### config.mk
export PLATFORM = sky130hd
export DESIGN_NAME = alu_iter
export DESIGN_NICKNAME = d
export VERILOG_FILES = /design/src/rtl/alu_pkg.sv /design/src/rtl/mul_iter.sv /design/src/rtl/alu_iter.sv
export SDC_FILE = /design/constraint.sdc
export NUM_CORES = 1
export LEC_CHECK = 0
export BUFFER_PORTS_ARGS = -buffer_cell sky130_fd_sc_hd__clkbuf_2
export CAP_MARGIN = 5
export CORE_MARGIN = 8
export CORE_UTILIZATION = 53
export CTS_BUF_LIST = sky130_fd_sc_hd__clkbuf_16
export DETAILED_ROUTE_END_ITERATION = 10
export PLACE_DENSITY = 0.82
export SLEW_MARGIN = 20
export SYNTH_ARGS = -nofsm -noshare
export SYNTH_HDL_FRONTEND = slang
export SYNTH_SLANG_ARGS = --single-unit
### constraint.sdc
create_clock -name clk_i -period 5.4 [get_ports clk_i]
set_clock_uncertainty 0.2 [all_clocks]
set_input_delay 0.27 -clock clk_i [delete_from_list [all_inputs] [get_ports clk_i]]
set_output_delay 0.27 -clock clk_i [all_outputs]
set_load 0.05 [all_outputs]
### src/rtl/alu_pkg.sv
// Shared definitions for the execute-stage ALU and the ALU control decoder:
// operation codes and the iterative-ALU state encoding.
package alu_pkg;

  localparam logic [2:0] CTRL_ADD = 3'b000;
  localparam logic [2:0] CTRL_SUB = 3'b001;
  localparam logic [2:0] CTRL_MUL = 3'b010;
  localparam logic [2:0] CTRL_OR  = 3'b100;
  localparam logic [2:0] CTRL_AND = 3'b101;

  typedef enum logic {
    ST_IDLE = 1'b0,
    ST_MUL  = 1'b1
  } alu_state_e;

endpackage

### src/rtl/mul_iter.sv
// Shift-add multiplier datapath: one partial product per step, low WIDTH bits kept.
// o_acc_next is the accumulator value after the current step (the product on the last step).
module mul_iter #(
  parameter int WIDTH = 32,
  localparam int CW = (WIDTH > 1) ? $clog2(WIDTH) : 1
) (
  input  logic             i_clk,
  input  logic             i_rst_n,
  input  logic             i_load,
  input  logic             i_step,
  input  logic [WIDTH-1:0] i_mcand,
  input  logic [WIDTH-1:0] i_mplr,
  output logic             o_last,
  output logic [WIDTH-1:0] o_acc_next
);
  import alu_pkg::*;

  localparam logic [CW-1:0] LAST_CNT = CW'(WIDTH - 1);

  logic [WIDTH-1:0] r_acc;
  logic [WIDTH-1:0] r_mcand;
  logic [WIDTH-1:0] r_mplr;
  logic [CW-1:0]    r_cnt;

  assign o_acc_next = r_acc + (r_mplr[0] ? r_mcand : {WIDTH{1'b0}});
  assign o_last     = (r_cnt == LAST_CNT);

  // Operand capture on load, one shift-add iteration per step.
  always_ff @(posedge i_clk or negedge i_rst_n) begin
    if (!i_rst_n) begin
      r_acc   <= {WIDTH{1'b0}};
      r_mcand <= {WIDTH{1'b0}};
      r_mplr  <= {WIDTH{1'b0}};
      r_cnt   <= {CW{1'b0}};
    end else if (i_load) begin
      r_acc   <= {WIDTH{1'b0}};
      r_mcand <= i_mcand;
      r_mplr  <= i_mplr;
      r_cnt   <= {CW{1'b0}};
    end else if (i_step) begin
      r_acc   <= o_acc_next;
      r_mcand <= r_mcand << 1;
      r_mplr  <= r_mplr >> 1;
      r_cnt   <= r_cnt + 1'b1;
    end else begin
      r_acc   <= r_acc;
      r_mcand <= r_mcand;
      r_mplr  <= r_mplr;
      r_cnt   <= r_cnt;
    end
  end

endmodule

### src/rtl/alu_iter.sv
// Multi-cycle execute-stage ALU: ADD/SUB/OR/AND in one cycle, MUL over WIDTH cycles.
// Result, zero flag and done pulse are registered; busy_o decodes the state register.
module alu_iter #(
  parameter int WIDTH = 32
) (
  input  logic             clk_i,
  input  logic             rst_i,
  input  logic             start_i,
  input  logic [2:0]       ALU_control_i,
  input  logic [WIDTH-1:0] data1_i,
  input  logic [WIDTH-1:0] data2_i,
  output logic [WIDTH-1:0] data_o,
  output logic             zero_o,
  output logic             busy_o,
  output logic             done_o
);
  import alu_pkg::*;

  alu_state_e       r_state;
  alu_state_e       w_state_nxt;
  logic [WIDTH-1:0] r_data;
  logic             r_zero;
  logic             r_done;
  logic             w_load;
  logic             w_step;
  logic             w_upd;
  logic [WIDTH-1:0] w_res;
  logic [WIDTH-1:0] w_alu;
  logic             w_last;
  logic [WIDTH-1:0] w_mul_res;

  function automatic logic [WIDTH-1:0] alu_single(input logic [2:0]       ctrl,
                                                  input logic [WIDTH-1:0] a,
                                                  input logic [WIDTH-1:0] b);
    logic [WIDTH-1:0] res;
    case (ctrl)
      CTRL_ADD: res = a + b;
      CTRL_SUB: res = a - b;
      CTRL_OR:  res = a | b;
      CTRL_AND: res = a & b;
      default:  res = {WIDTH{1'b0}};
    endcase
    return res;
  endfunction

  assign w_alu = alu_single(ALU_control_i, data1_i, data2_i);

  mul_iter #(.WIDTH(WIDTH)) u_mul (
    .i_clk      (clk_i),
    .i_rst_n    (rst_i),
    .i_load     (w_load),
    .i_step     (w_step),
    .i_mcand    (data1_i),
    .i_mplr     (data2_i),
    .o_last     (w_last),
    .o_acc_next (w_mul_res)
  );

  // Next-state and result-update decode; starts are only seen in IDLE.
  always_comb begin
    w_state_nxt = r_state;
    w_load      = 1'b0;
    w_step      = 1'b0;
    w_upd       = 1'b0;
    w_res       = r_data;
    case (r_state)
      ST_IDLE: begin
        if (start_i) begin
          if (ALU_control_i == CTRL_MUL) begin
            w_load      = 1'b1;
            w_state_nxt = ST_MUL;
          end else begin
            w_upd = 1'b1;
            w_res = w_alu;
          end
        end else begin
          w_state_nxt = ST_IDLE;
        end
      end
      ST_MUL: begin
        w_step = 1'b1;
        if (w_last) begin
          w_upd       = 1'b1;
          w_res       = w_mul_res;
          w_state_nxt = ST_IDLE;
        end else begin
          w_state_nxt = ST_MUL;
        end
      end
      default: begin
        w_state_nxt = ST_IDLE;
      end
    endcase
  end

  // State, result, zero flag and done pulse registers.
  always_ff @(posedge clk_i or negedge rst_i) begin
    if (!rst_i) begin
      r_state <= ST_IDLE;
      r_data  <= {WIDTH{1'b0}};
      r_zero  <= 1'b1;
      r_done  <= 1'b0;
    end else begin
      r_state <= w_state_nxt;
      r_done  <= w_upd;
      if (w_upd) begin
        r_data <= w_res;
        r_zero <= (w_res == {WIDTH{1'b0}});
      end else begin
        r_data <= r_data;
        r_zero <= r_zero;
      end
    end
  end

  assign data_o = r_data;
  assign zero_o = r_zero;
  assign done_o = r_done;
  assign busy_o = (r_state == ST_MUL);

endmodule

Word level (Yosys, flattened, before mapping)
Cells that the tools add are included.

Register bits: 136. Output and inout port bits: 35. Word-level logic and storage cells: 47.

Add/subtract/negate cells: 4. Equality and inequality tests: 5. Muxes and demuxes: 24. Bitwise gates (word level): 3. Reduce and logical (&&, ||, !) cells: 3.

Operator list (number): 32-bit 2-to-1 mux (10); 32-bit one-hot mux with 4 select lines (1); 32-bit adder (2); 32-bit one-hot mux with 2 select lines (1); 32-bit AND (1); 32-bit zero test (1); 32-bit OR (1); 32-bit subtractor (1); 5-bit 2-to-1 mux (2); 1-bit 2-to-1 mux (8); 3-bit == test (second input constant) (2); 5-bit by 1-bit adder with 5-bit output (second input constant) (1); 5-bit == test (second input constant) (1); 1-bit one-hot mux with 2 select lines (2); 3-bit by 1-bit == test with 1-bit output (second input constant) (1); 3-bit by 2-bit == test with 1-bit output (second input constant) (1); 3-bit zero test (1); 2-bit nonzero test (1); 1-bit inverter (1).

Depth between registers and ports, before layout
Gate-level depths: netlist of the first run.

Depth in word-level cells: 6. Gate-level depth with buffers: 21.

Modules after synthesis
A second synthesis of the first run with hierarchy kept.

Cells, all modules: 1325. Area total of the unflattened synthesis: 11287.1 µm².

By module, submodules not included: mul_iter (instances 1, cells an instance 665, area each 6352.3 µm², sequential area each 2527.4 µm²); alu_iter (instances 1, cells an instance 660, area each 4934.7 µm², sequential area each 877.1 µm²).

Worst setup path before layout of the first run
OpenSTA, ideal clock, no wires.

Path kind: in2reg. Start: input port ALU_control_i[0]. End: register r_zero, in the netlist zero_o. Setup time: 72 ps. Data arrival time: 4622 ps. Data required time: 5128 ps. Setup slack: 506 ps. Stages: 20. Cell sequence: inv_2 > clkbuf_1 > clkbuf_1 > nor3_1 > clkbuf_1 > nor2_1 > xnor2_1 > ha_1 > clkbuf_1 > nand2_1 > or4_1 > a21oi_1 > nor2_1 > xnor2_1 > a221o_1 > or4_1 > nor4_1 > and4bb_1 > nand4_1 > o21ai_1.

Cells in the longest elaborated chain, start to end: 6.

Ends and longest elaborated chain: start: declaration (line alu_iter.sv:9) `input logic [2:0] ALU_control_i,`; 3-bit == test (tied with other cells) (line alu_iter.sv:36) `case (ctrl)`; 32-bit one-hot mux with 4 select lines (line alu_iter.sv:36); 32-bit 2-to-1 mux (line alu_iter.sv:69) `if (ALU_control_i == CTRL_MUL) begin`; 32-bit 2-to-1 mux (line alu_iter.sv:68) `if (start_i) begin`; 32-bit one-hot mux with 2 select lines (line alu_iter.sv:66) `case (r_state)`; 32-bit zero test (line alu_iter.sv:108) `r_zero <= (w_res == {WIDTH{1'b0}});`; end signal: assignment (line alu_iter.sv:108); end signal: assignment (line alu_iter.sv:111) `r_zero <= r_zero;`; end: declaration (line alu_iter.sv:22) `logic r_zero;`.

Parallel ways exist; a longest one is shown, timed or not. A chain may end at the register's enable or synchronous reset.

Worst setup path after layout of the first run
Start: input port data2_i[1]. End: register r_zero, in the netlist zero_o.

Cells in the longest elaborated chain, start to end: 6.

Ends and longest elaborated chain: start: declaration (line alu_iter.sv:11) `input logic [WIDTH-1:0] data2_i,`; 32-bit subtractor (tied with other cells) (line alu_iter.sv:38) `CTRL_SUB: res = a - b;`; 32-bit one-hot mux with 4 select lines * (line alu_iter.sv:36); 32-bit 2-to-1 mux * (line alu_iter.sv:69); 32-bit 2-to-1 mux * (line alu_iter.sv:68); 32-bit one-hot mux with 2 select lines * (line alu_iter.sv:66); 32-bit zero test * (line alu_iter.sv:108).

Mark *: on every way between the ends. The rest lies on a longest branch, timed or not.

==> results of run 1 <==
## metrics by stage
step / util (%) / total power (W) / instance area, um2
after floorplan: - / 0.003389 / 10980
after global placement: 57.64 / 0.003974 / 11700
after detailed placement: 57.64 / 0.004047 / 11700
after CTS: 60.49 / 0.005159 / 12280
after global routing: 60.71 / 0.005541 / 12320
final: 60.71 / 0.005210 / 12320
## state kept, by name, summed over array words and instances, names as in the netlist
| signal | flops |
|---|---|
| zero_o | 1 |
| u_mul.r_mplr | 32 |
| u_mul.r_mcand | 32 |
| done_o | 1 |
| busy_o | 1 |
| u_mul.r_cnt | 5 |
| u_mul.r_acc | 32 |
| data_o | 32 |
## cells in the mapped netlist, drive strengths merged, types with 4 or more instances
library cell,number,share of area (%)
and3,6,0.34
nor2,83,2.9
o211ai,26,1.8
o41ai,5,0.57
o21bai,7,0.51
xnor2,45,3.7
mux2i,65,5.9
nor3b,4,0.32
ha,67,7.6
and2,35,2.0
a21o,26,1.8
clkbuf,65,2.2
a21boi,7,0.48
a22o,9,0.72
or2,4,0.23
nand2,210,7.2
nand4,19,1.1
nand2b,7,0.40
nor3,17,0.77
a211o,7,0.56
inv,21,0.72
o21ai,156,7.1
a221oi,7,0.56
buf,16,0.63
dfrtp,135,31
o31ai,8,0.55
xor2,42,3.3
a31oi,13,0.74
or4,6,0.44
a21oi,90,4.2
a211oi,11,0.80
a221o,9,0.82
nand3,24,1.1
nor4,6,0.34
or3,7,0.58
o21a,7,0.48
nor2b,6,0.34
maj3,13,1.2
a22oi,6,0.41
## path summary, 6_finish.rpt
kind,from,end,cells after the start
setup / recovery,data2_i[1],zero_o$_DFFE_PN1P_,20
hold / removal,data2_i[5],u_mul.r_mplr[5]$_DFFE_PN0P_,3
setup reg to reg,u_mul.r_mplr[0]$_DFFE_PN0P_,zero_o$_DFFE_PN1P_,14
hold reg to reg,u_mul.r_mplr[3]$_DFFE_PN0P_,u_mul.r_mplr[2]$_DFFE_PN0P_,2
max in group asynchronous,rst_i,u_mul.r_mcand[11]$_DFFE_PN0P_,3
min in group asynchronous,rst_i,u_mul.r_mplr[2]$_DFFE_PN0P_,2
## power groups by stage
stage / Clock [W] / Combinational, W / Sequential [W]
6_report: 0.00110 / 0.00247 / 0.00165
5_1_grt: 0.00115 / 0.00271 / 0.00168
4_1_cts: 0.00110 / 0.00242 / 0.00164
3_5_place_dp: 0 / 0.00240 / 0.00165
3_3_place_gp: 0 / 0.00234 / 0.00164
2_1_floorplan: 0 / 0.00149 / 0.00190
## layout make-up
cell class	instances	share of cell area, %
Sequential cell	136	27.65
Tap cell	270	2.741
Clock inverter	15	0.9137
Clock buffer	17	3.452
Inverter	21	0.6396
Timing Repair Buffer	126	5.695
Multi-Input combinational cell	1101	58.90
## critical path, cell delays in order
cell                            delay [ps]
sky130_fd_sc_hd__dlygate4sd3_1         530
sky130_fd_sc_hd__clkbuf_2              130
sky130_fd_sc_hd__inv_1                 100
sky130_fd_sc_hd__ha_1                  210
sky130_fd_sc_hd__or3b_1                370
sky130_fd_sc_hd__or2_1                 290
sky130_fd_sc_hd__o31ai_1               300
sky130_fd_sc_hd__xor2_1                110
sky130_fd_sc_hd__ha_1                  300
sky130_fd_sc_hd__nand2_1                80
sky130_fd_sc_hd__or4_1                 550
sky130_fd_sc_hd__a21oi_2               170
sky130_fd_sc_hd__nor2_1                 80
sky130_fd_sc_hd__xnor2_1               130
sky130_fd_sc_hd__a221o_1               340
sky130_fd_sc_hd__or4_1                 540
sky130_fd_sc_hd__nor4_2                310
sky130_fd_sc_hd__and4bb_1              240
sky130_fd_sc_hd__nand4_1                70
sky130_fd_sc_hd__o21ai_1               140
## cell families after synthesis
kind of cell	after synthesis	share of synthesized area, %
DFF	136	30.99
muxes	66	6.026
AOI/OAI and AO/OA	422	24.39
xor gates and xnor gates	87	7.005
buffers and inverters	102	3.565
adders and majority gates	82	9.181
and+or+nand+nor	444	18.84
## routing by layer
metal | wire length [um] | vias to the layer above | track usage [%]
li1 | - | 4993 | -
met1 | 14810 | 5010 | 36.25
met2 | 15090 | 506 | 40.10
met3 | 2612 | 100 | 4.216
met4 | 1305 | 0 | 11.81
met5 | 0 | - | 0
## what timing repair did
item | in CTS | in global routing
endpoints found under the hold margin | 101 | 0
hold buffers | 4 | 0
buffers inserted | 0 | 0
setup endpoints to repair | 0 | 1
gates resized for setup | 0 | 9
==> impl_metrics.py, run 1 <==
metrics = {
    "timing": {
        "finalMaxSlewViolations": 0,
        "hold_viol": 0,
        "fin_hold_ws_ps": 10.73,
        "unrepaired_setup_endpoints_after_global_routing": "no",
        "worst-slew-pin-transition_ps": 1017,
        "period_minus_slack_ps": 5116,
        "maxSlewHeadroom_pct": 31.95,
        "setup_violations": 0,
        "layout_setup_ws_ps": 284.2,
        "post-route-period-util_pct": 94.74,
        "fin_tns_setup_ps": 0,
        "maxClockFrequency_mhz": 195.5,
    },
    "placement": {
        "number_of_cells_in_the_design_after_placement": 1650,
        "dpl_worst_slack_ps": 144.2,
        "detailedPlacementHpwl_um": 25590,
        "final_replace_weighted_congestion": 0.9797,
        "placement.io_buffers": 104,
    },
    "power_and_ir_drop": {
        "p_switching_w": 0.002428,
        "max-vdd-ir-drop_v": 0.0002766,
        "leakage_nw": 5.688,
        "comb_power_share_pct": 47.3,
        "power.clock.fraction_pct": 21.1,
        "sw_frac_of_total_pct": 46.59,
        "cellPowerDensity_nw_per_um2": 422.7,
        "p_int_w": 0.002782,
        "sequentialPowerShare_pct": 31.6,
    },
    "floorplan": {
        "floorplan.rows": 52,
        "height_of_the_die_um": 160.0,
        "fp.coreArea_um2": 20300,
        "io_pins": 105,
        "die_area_um2": 25590,
        "start_util_pct": 54.11,
        "die_x_um": 160.0,
    },
    "critical_path": {
        "worst_setup_path_end_kind": "register",
        "worstSetupStartpointType": "primary input",
        "internal_reg_to_reg_setup_slack_ps": 1210,
        "critical_path_peak_fanout": 5,
        "cp.arrival_ps": 5280,
        "timing.setup.critical_path_class": "primary input to register",
        "required_ps": 5560,
    },
    "synthesis": {
        "synthesis.nets": 1478,
        "synth.lib_cells_used.distinct": 82,
        "most_common_flop_cell_mapped_by_yosys": "sky130_fd_sc_hd__dfrtp_1",
        "total_of_warnings_raised_by_yosys": 0,
        "synth_seq_area_share_pct": 30.99,
        "combined_area_of_all_synthesized_cells_um2": 10980,
        "synth_area_per_cell_um2": 8.203,
        "synth-edff-count": 0,
        "async_flop_share_pct": 100.0,
        "syn-instance-count": 1339,
        "synth_seq_cells": 136,
    },
    "layout": {
        "register_area_um2": 3408,
        "finalNetCount": 1542,
        "layout-drive-gt1-share_pct": 13.35,
        "insertedDiodeCount": 0,
        "commonest_non_fill_non_tap_cells_in_the_layout": "210 x sky130_fd_sc_hd__nand2_1, 142 x sky130_fd_sc_hd__o21ai_0, 134 x sky130_fd_sc_hd__dfrtp_1",
        "area_occupied_by_multi_input_gates_um2": 7259,
        "syn_to_final_growth_pct": 12.20,
        "num-fill-cells": 1745,
        "most_common_cell_after_layout_fill_and_taps_aside": "sky130_fd_sc_hd__nand2_1",
        "finalNonFillerCells": 1686,
    },
    "clocking": {
        "clockBufferDepth": 2,
        "htree_num_levels": 4,
        "cts.clk_slew.worst_paths_ps": 60,
        "cts_tree": "done",
        "numCtsBuffers": 17,
        "clkSinkCount": 136,
        "insertion_delay_ps": 440,
        "root_cell_of_the_clock_tree": "sky130_fd_sc_hd__clkbuf_16",
    },
    "drt": {
        "wl_um": 33820,
        "vias": 10610,
        "detail_route.vias_per_cell": 6.292,
        "detail_route.iter0.violations": 1128,
        "post-route-drc-count": 0,
        "drtAntennaViolNets": 0,
        "avgRoutedWirePerCell_um": 20.06,
        "drt_pre_antenna_iters": 7,
    },
    "grt": {
        "grt_antenna_before_repair": 0,
        "first_global_vias": 10370,
        "grt_max_degree": 103,
        "first_pass_grt_wire_length_um": 55060,
        "overflow_left_after_global_routing": 0,
        "grt_util_all_layers_pct": 26.36,
    },
    "worst_hold_path": {
        "holdCritPathClass": "primary input to register",
    },
    "job": {
        "max_cap_violations": 0,
    },
    "status": {
        "status": "finished, final reports clean",
    },
}
(Power assumes the default switching activity.)
==> run 2, diff against run 1 <==
--- a/config.mk
+++ b/config.mk
@@ -10,6 +10,7 @@
 export CORE_MARGIN = 8
 export CORE_UTILIZATION = 53
 export CTS_BUF_LIST = sky130_fd_sc_hd__clkbuf_16
+export CTS_CLUSTER_DIAMETER = 100
 export DETAILED_ROUTE_END_ITERATION = 10
 export PLACE_DENSITY = 0.82
 export SLEW_MARGIN = 20
==> constraint.sdc (replaced) <==
create_clock -name clk_i -period 5.25 [get_ports clk_i]
set_clock_uncertainty 0.2 [all_clocks]
set_input_delay 0.2625 -clock clk_i [delete_from_list [all_inputs] [get_ports clk_i]]
set_output_delay 0.2625 -clock clk_i [all_outputs]
set_load 0.05 [all_outputs]
==> run 2 against run 1 <==
  * Global-route usage fell by 0.26 points
  * Clock power rose by 19%
  * Highest routed layer unchanged
  * Via count rose by 0.42%
  * Wire length fell by 1.2%
  * Register-to-register slack got worse by 200 ps
  * Worst setup slack improved by 130 ps
  * Die area did not move
  * Final cell count rose by 0.65%
  * Cell area rose by 1.2%
==> impl_metrics.py, run 2 (synthesis results as in run 1) <==
metrics = {
    "placement": {
        "placement.io_buffers": 104,
        "detailedPlacementHpwl_um": 25260,
        "final_replace_weighted_congestion": 0.9607,
        "dpl_worst_slack_ps": -30.67,
        "dpl_cell_area_um2": 11760,
    },
    "layout": {
        "syn_to_final_growth_pct": 13.52,
        "commonest_non_fill_non_tap_cells_in_the_layout": "210 x sky130_fd_sc_hd__nand2_1, 142 x sky130_fd_sc_hd__o21ai_0, 134 x sky130_fd_sc_hd__dfrtp_1",
        "most_common_cell_after_layout_fill_and_taps_aside": "sky130_fd_sc_hd__nand2_1",
        "post_route_utilization_pct": 61.43,
        "finalNetCount": 1553,
        "insertedDiodeCount": 0,
        "finalInstanceArea_um2": 12470,
        "num-fill-cells": 1734,
        "layout-drive-gt1-share_pct": 13.31,
    },
    "grt": {
        "first_global_vias": 10420,
        "grt_util_all_layers_pct": 26.10,
        "grt_antenna_before_repair": 0,
        "grt_max_degree": 95,
        "first_pass_grt_wire_length_um": 54500,
        "overflow_left_after_global_routing": 0,
    },
    "floorplan": {
        "die_area_um2": 25590,
        "io_pins": 105,
        "height_of_the_die_um": 160.0,
        "floorplan.rows": 52,
        "die_x_um": 160.0,
        "fp.coreArea_um2": 20300,
        "start_util_pct": 54.11,
    },
    "timing": {
        "setup_violations": 0,
        "finalMaxSlewViolations": 0,
        "worst-slew-pin-transition_ps": 1101,
        "maxSlewHeadroom_pct": 26.61,
        "maxClockFrequency_mhz": 206.8,
        "layout_setup_ws_ps": 414.3,
        "period_minus_slack_ps": 4836,
        "unrepaired_setup_endpoints_after_global_routing": "no",
        "hold_viol": 0,
        "post-route-period-util_pct": 92.11,
        "fin_tns_setup_ps": 0,
    },
    "clocking": {
        "holdBufCountCts": 7,
        "root_cell_of_the_clock_tree": "sky130_fd_sc_hd__clkbuf_16",
        "clockBufferDepth": 2,
        "cts_tree": "done",
        "insertion_delay_ps": 430,
        "cts_resized": 0,
        "htree_num_levels": 4,
        "clkSinkCount": 136,
        "numCtsBuffers": 17,
        "cts_post_setup_buffers_inserted": 0,
        "cts.clk_slew.worst_paths_ps": 60,
    },
    "status": {
        "status": "finished, final reports clean",
    },
    "power_and_ir_drop": {
        "cellPowerDensity_nw_per_um2": 443.7,
        "max-vdd-ir-drop_v": 0.0002781,
        "fin_total_pwr_w": 0.005533,
        "leakage_nw": 5.786,
    },
    "worst_hold_path": {
        "holdCritPathClass": "primary input to register",
    },
    "critical_path": {
        "worst_setup_path_end_kind": "register",
        "cp.arrival_ps": 5000,
        "critical_path_peak_fanout": 5,
        "timing.setup.critical_path_class": "primary input to register",
        "worstSetupStartpointType": "primary input",
        "required_ps": 5410,
    },
    "drt": {
        "avgRoutedWirePerCell_um": 19.70,
        "drt_pre_antenna_iters": 5,
        "detail_route.iter0.violations": 1067,
        "detail_route.vias_per_cell": 6.278,
        "post-route-drc-count": 0,
        "drtAntennaViolNets": 0,
        "wl_um": 33430,
        "vias": 10650,
    },
    "job": {
        "max_cap_violations": 0,
    },
}
==> run 2: cell types whose count changed in the layout (fill, tap and decap cells not counted), sizes merged <==
cell | previous run | this run
buf | 19 | 27
bufinv | 0 | 3
clkinv | 6 | 3
clkinvlp | 2 | 0
dlygate4sd3 | 4 | 7
inv | 28 | 30
==> run 2: final timing paths <==
check	start	to	slack, ps	depth (start not counted)
max	data2_i[5]	zero_o$_DFFE_PN1P_	410	21
min	data2_i[0]	u_mul.r_mplr[0]$_DFFE_PN0P_	9	3
max reg2reg	u_mul.r_mplr[0]$_DFFE_PN0P_	zero_o$_DFFE_PN1P_	1010	14
min reg2reg	u_mul.r_acc[24]$_DFFE_PN0P_	u_mul.r_acc[24]$_DFFE_PN0P_	280	2
max in group asynchronous	rst_i	data_o[16]$_DFFE_PN0P_	3390	3
min in group asynchronous	rst_i	u_mul.r_mplr[4]$_DFFE_PN0P_	260	2
==> run 2: cell type report <==
cell class | instances | area [um2] | share of cell area, %
Multi-Input combinational cell | 1101 | 7219 | 57.90
Sequential cell | 136 | 3408 | 27.33
Timing Repair Buffer | 137 | 792.0 | 6.352
Clock buffer | 17 | 425.4 | 3.412
Tap cell | 270 | 337.8 | 2.709
Clock inverter | 15 | 207.7 | 1.666
Inverter | 21 | 78.83 | 0.6321
==> run 2: worst max-delay path: stages <==
cell and delay (ps):
sky130_fd_sc_hd__clkbuf_2 90, sky130_fd_sc_hd__or3_1 410, sky130_fd_sc_hd__or3b_1 400, sky130_fd_sc_hd__or2_1 290, sky130_fd_sc_hd__nor3_1 410, sky130_fd_sc_hd__nand2_1 120, sky130_fd_sc_hd__or2_1 240, sky130_fd_sc_hd__o21ai_1 140
sky130_fd_sc_hd__xor2_1 160, sky130_fd_sc_hd__ha_1 250, sky130_fd_sc_hd__a21o_1 180, sky130_fd_sc_hd__a21o_1 170, sky130_fd_sc_hd__a21oi_1 170, sky130_fd_sc_hd__a21boi_1 240, sky130_fd_sc_hd__a21oi_1 80, sky130_fd_sc_hd__xnor2_1 180
sky130_fd_sc_hd__nor2_1 60, sky130_fd_sc_hd__or4_1 550, sky130_fd_sc_hd__a2111oi_0 320, sky130_fd_sc_hd__nand4_1 140, sky130_fd_sc_hd__o21ai_1 150
==> run 2: power by group <==
group	internal [W]	total (W)	leakage [nW]	switching, W
clock network	0.000772	0.00131	0.313	0.000542
logic	0.000839	0.00251	3.69	0.00167
registers	0.00142	0.00171	1.78	0.000294
total	0.00303	0.00553	5.79	0.00250
==> run 2: per-stage QoR <==
step                      std cells  hold slack, ps
after floorplan                1339          -233.1
after global placement         1658           159.0
after detailed placement       1658           167.4
after CTS                      1697           1.607
after global routing           1697           31.96
final                          1697           8.641
==> run 2: metal layers <==
| layer | part of all wire (%) | vias up | GRT usage (%) |
|---|---|---|---|
| li1 | - | 5008 | - |
| met1 | 43 | 5046 | 34.49 |
| met2 | 45 | 512 | 40.64 |
| met3 | 8.4 | 88 | 4.550 |
| met4 | 4.1 | 0 | 12.79 |
| met5 | 0 | - | 0 |
==> run 3, diff against run 2 <==
--- a/config.mk
+++ b/config.mk
@@ -13,6 +13,7 @@
 export CTS_CLUSTER_DIAMETER = 100
 export DETAILED_ROUTE_END_ITERATION = 10
 export PLACE_DENSITY = 0.82
+export REMOVE_ABC_BUFFERS = 1
 export SLEW_MARGIN = 20
 export SYNTH_ARGS = -nofsm -noshare
 export SYNTH_HDL_FRONTEND = slang
==> run 3 against run 2 <==
  * Sequential cell count did not move
  * Total power decreased by 1.4%
  * Critical path depth did not move
  * Sequential share of layout area shrank 0.25 points
  * Core utilization rose by 0.57 points
  * First-iteration DRC count increased by 3.5%
  * Critical endpoint unchanged
  * Register-to-register slack better by 100 ps
  * Die area did not move
  * Worst setup slack worse by 110 ps
  * Critical path type unchanged
==> impl_metrics.py, run 3 (synthesis results as in run 1) <==
metrics = {
    "clocking": {
        "root_cell_of_the_clock_tree": "sky130_fd_sc_hd__clkbuf_16",
        "clkSinkCount": 136,
        "cts.clk_slew.worst_paths_ps": 70,
        "numCtsBuffers": 17,
        "htree_num_levels": 4,
        "insertion_delay_ps": 440,
        "cts_tree": "done",
        "clockBufferDepth": 2,
    },
    "critical_path": {
        "required_ps": 5430,
        "worstSetupStartpointType": "primary input",
        "cp.arrival_ps": 5130,
        "critical_path_peak_fanout": 7,
        "timing.setup.critical_path_class": "primary input to register",
        "worst_setup_path_end_kind": "register",
    },
    "grt": {
        "first_global_vias": 10060,
        "grt_max_degree": 110,
        "first_pass_grt_wire_length_um": 53060,
        "grt_util_all_layers_pct": 25.63,
        "grt_antenna_before_repair": 0,
        "overflow_left_after_global_routing": 0,
    },
    "layout": {
        "commonest_non_fill_non_tap_cells_in_the_layout": "209 x sky130_fd_sc_hd__nand2_1, 142 x sky130_fd_sc_hd__o21ai_0, 134 x sky130_fd_sc_hd__dfrtp_1",
        "syn_to_final_growth_pct": 14.57,
        "finalNetCount": 1561,
        "most_common_cell_after_layout_fill_and_taps_aside": "sky130_fd_sc_hd__nand2_1",
        "insertedDiodeCount": 0,
        "layout-drive-gt1-share_pct": 15.19,
    },
    "power_and_ir_drop": {
        "max-vdd-ir-drop_v": 0.0003091,
        "p_switching_w": 0.002519,
        "leakage_nw": 5.794,
        "cellPowerDensity_nw_per_um2": 433.4,
        "p_int_w": 0.002935,
        "comb_power_share_pct": 46.8,
        "sw_frac_of_total_pct": 46.18,
        "sequentialPowerShare_pct": 31.2,
        "power.clock.fraction_pct": 21.9,
    },
    "drt": {
        "met3_wirelength_um": 2718,
        "detail_route.iter0.violations": 1104,
        "m1WireLength_um": 14510,
        "wl_um": 33680,
        "detail_route.vias_per_cell": 6.233,
        "avgRoutedWirePerCell_um": 19.76,
        "highest-signal-layer": "met4",
        "drtAntennaViolNets": 0,
        "drt_pre_antenna_iters": 5,
        "detailroute.wirelength.met2_um": 15390,
        "post-route-drc-count": 0,
        "vias": 10630,
    },
    "placement": {
        "placement.io_buffers": 104,
        "final_replace_weighted_congestion": 0.9561,
        "dpl_worst_slack_ps": 132.5,
        "detailedPlacementHpwl_um": 25310,
    },
    "timing": {
        "period_minus_slack_ps": 4947,
        "layout_setup_ws_ps": 302.7,
        "post-route-period-util_pct": 94.23,
        "fin_hold_ws_ps": 13.01,
        "setup_violations": 0,
        "unrepaired_setup_endpoints_after_global_routing": "no",
        "maxSlewHeadroom_pct": 32.81,
        "worst-slew-pin-transition_ps": 1008,
        "maxClockFrequency_mhz": 202.1,
        "hold_viol": 0,
        "finalMaxSlewViolations": 0,
    },
    "floorplan": {
        "height_of_the_die_um": 160.0,
        "start_util_pct": 54.11,
        "fp.coreArea_um2": 20300,
        "io_pins": 105,
        "die_area_um2": 25590,
        "die_x_um": 160.0,
        "floorplan.rows": 52,
    },
    "job": {
        "max_cap_violations": 0,
    },
    "worst_hold_path": {
        "holdCritPathClass": "primary input to register",
    },
    "status": {
        "status": "finished, final reports clean",
    },
}
-- run 3: timing repair --
item | CTS | global route
setup buffers | 0 | 2
gates resized for setup | 0 | 27
endpoints found under the setup margin | 0 | 2
hold endpoints to repair | 92 | 0
hold buffers | 9 | 0
-- run 3: cell type report --
class / count / area (um2)
inverters: 21 / 78.83
multi-input cells: 1101 / 7337
fillers: 1756 / 7715
well taps: 270 / 337.8
repair buffers: 145 / 857.1
clock buffers: 17 / 425.4
flip-flops and latches: 136 / 3408
clock inverters: 15 / 140.1
-- run 3: path summary, 6_finish.rpt --
check	start	end	slack [ps]	cells after the start
hold reg to reg	u_mul.r_mplr[14]$_DFFE_PN0P_	u_mul.r_mplr[13]$_DFFE_PN0P_	280	2
hold / removal	data1_i[5]	u_mul.r_mcand[5]$_DFFE_PN0P_	10	3
setup reg to reg	u_mul.r_mplr[0]$_DFFE_PN0P_	zero_o$_DFFE_PN1P_	1110	14
min in group asynchronous	rst_i	u_mul.r_mplr[4]$_DFFE_PN0P_	260	2
max in group asynchronous	rst_i	data_o[8]$_DFFE_PN0P_	3410	3
setup / recovery	data2_i[1]	zero_o$_DFFE_PN1P_	300	21
-- run 3: power groups by stage --
stage / clock network (W) / registers [W] / logic (W)
floorplan: 0 / 0.00206 / 0.00138
global placement: 0 / 0.00169 / 0.00240
detailed placement: 0 / 0.00170 / 0.00247
CTS: 0.00119 / 0.00169 / 0.00249
global route: 0.00124 / 0.00173 / 0.00279
finish: 0.00120 / 0.00170 / 0.00255
-- run 3: routing by layer --
layer  vias up  GRT usage, %
li1       5032             -
met1      4978         34.30
met2       535         40.58
met3        83         4.884
met4         0         9.261
met5         -             0
-- run 3: metrics by stage --
step / area, um2 / power (W) / setup TNS [ps] / utilization, % / cells
after floorplan: 10670 / 0.003445 / -913.0 / - / 1258
after global placement: 11790 / 0.004094 / 0 / 58.09 / 1662
final: 12580 / 0.005454 / 0 / 61.99 / 1705
after CTS: 12450 / 0.005378 / 0 / 61.32 / 1703
after global routing: 12580 / 0.005769 / 0 / 61.99 / 1705
after detailed placement: 11790 / 0.004176 / 0 / 58.09 / 1662
-- run 3: worst max-delay path: stages --
cell and delay (ps):
sky130_fd_sc_hd__dlygate4sd3_1 540, sky130_fd_sc_hd__clkbuf_2 140, sky130_fd_sc_hd__inv_1 130, sky130_fd_sc_hd__ha_4 160, sky130_fd_sc_hd__or3b_4 380, sky130_fd_sc_hd__or2_4 270
sky130_fd_sc_hd__o21ai_0 190, sky130_fd_sc_hd__xor2_1 190, sky130_fd_sc_hd__ha_1 270, sky130_fd_sc_hd__buf_4 170, sky130_fd_sc_hd__a21o_1 190, sky130_fd_sc_hd__a31o_1 210
sky130_fd_sc_hd__a21o_1 200, sky130_fd_sc_hd__nor2_1 120, sky130_fd_sc_hd__xnor2_1 80, sky130_fd_sc_hd__a221o_1 340, sky130_fd_sc_hd__or4_1 540, sky130_fd_sc_hd__nor4_2 280
sky130_fd_sc_hd__and4bb_1 230, sky130_fd_sc_hd__nand4_1 80, sky130_fd_sc_hd__o21ai_1 140
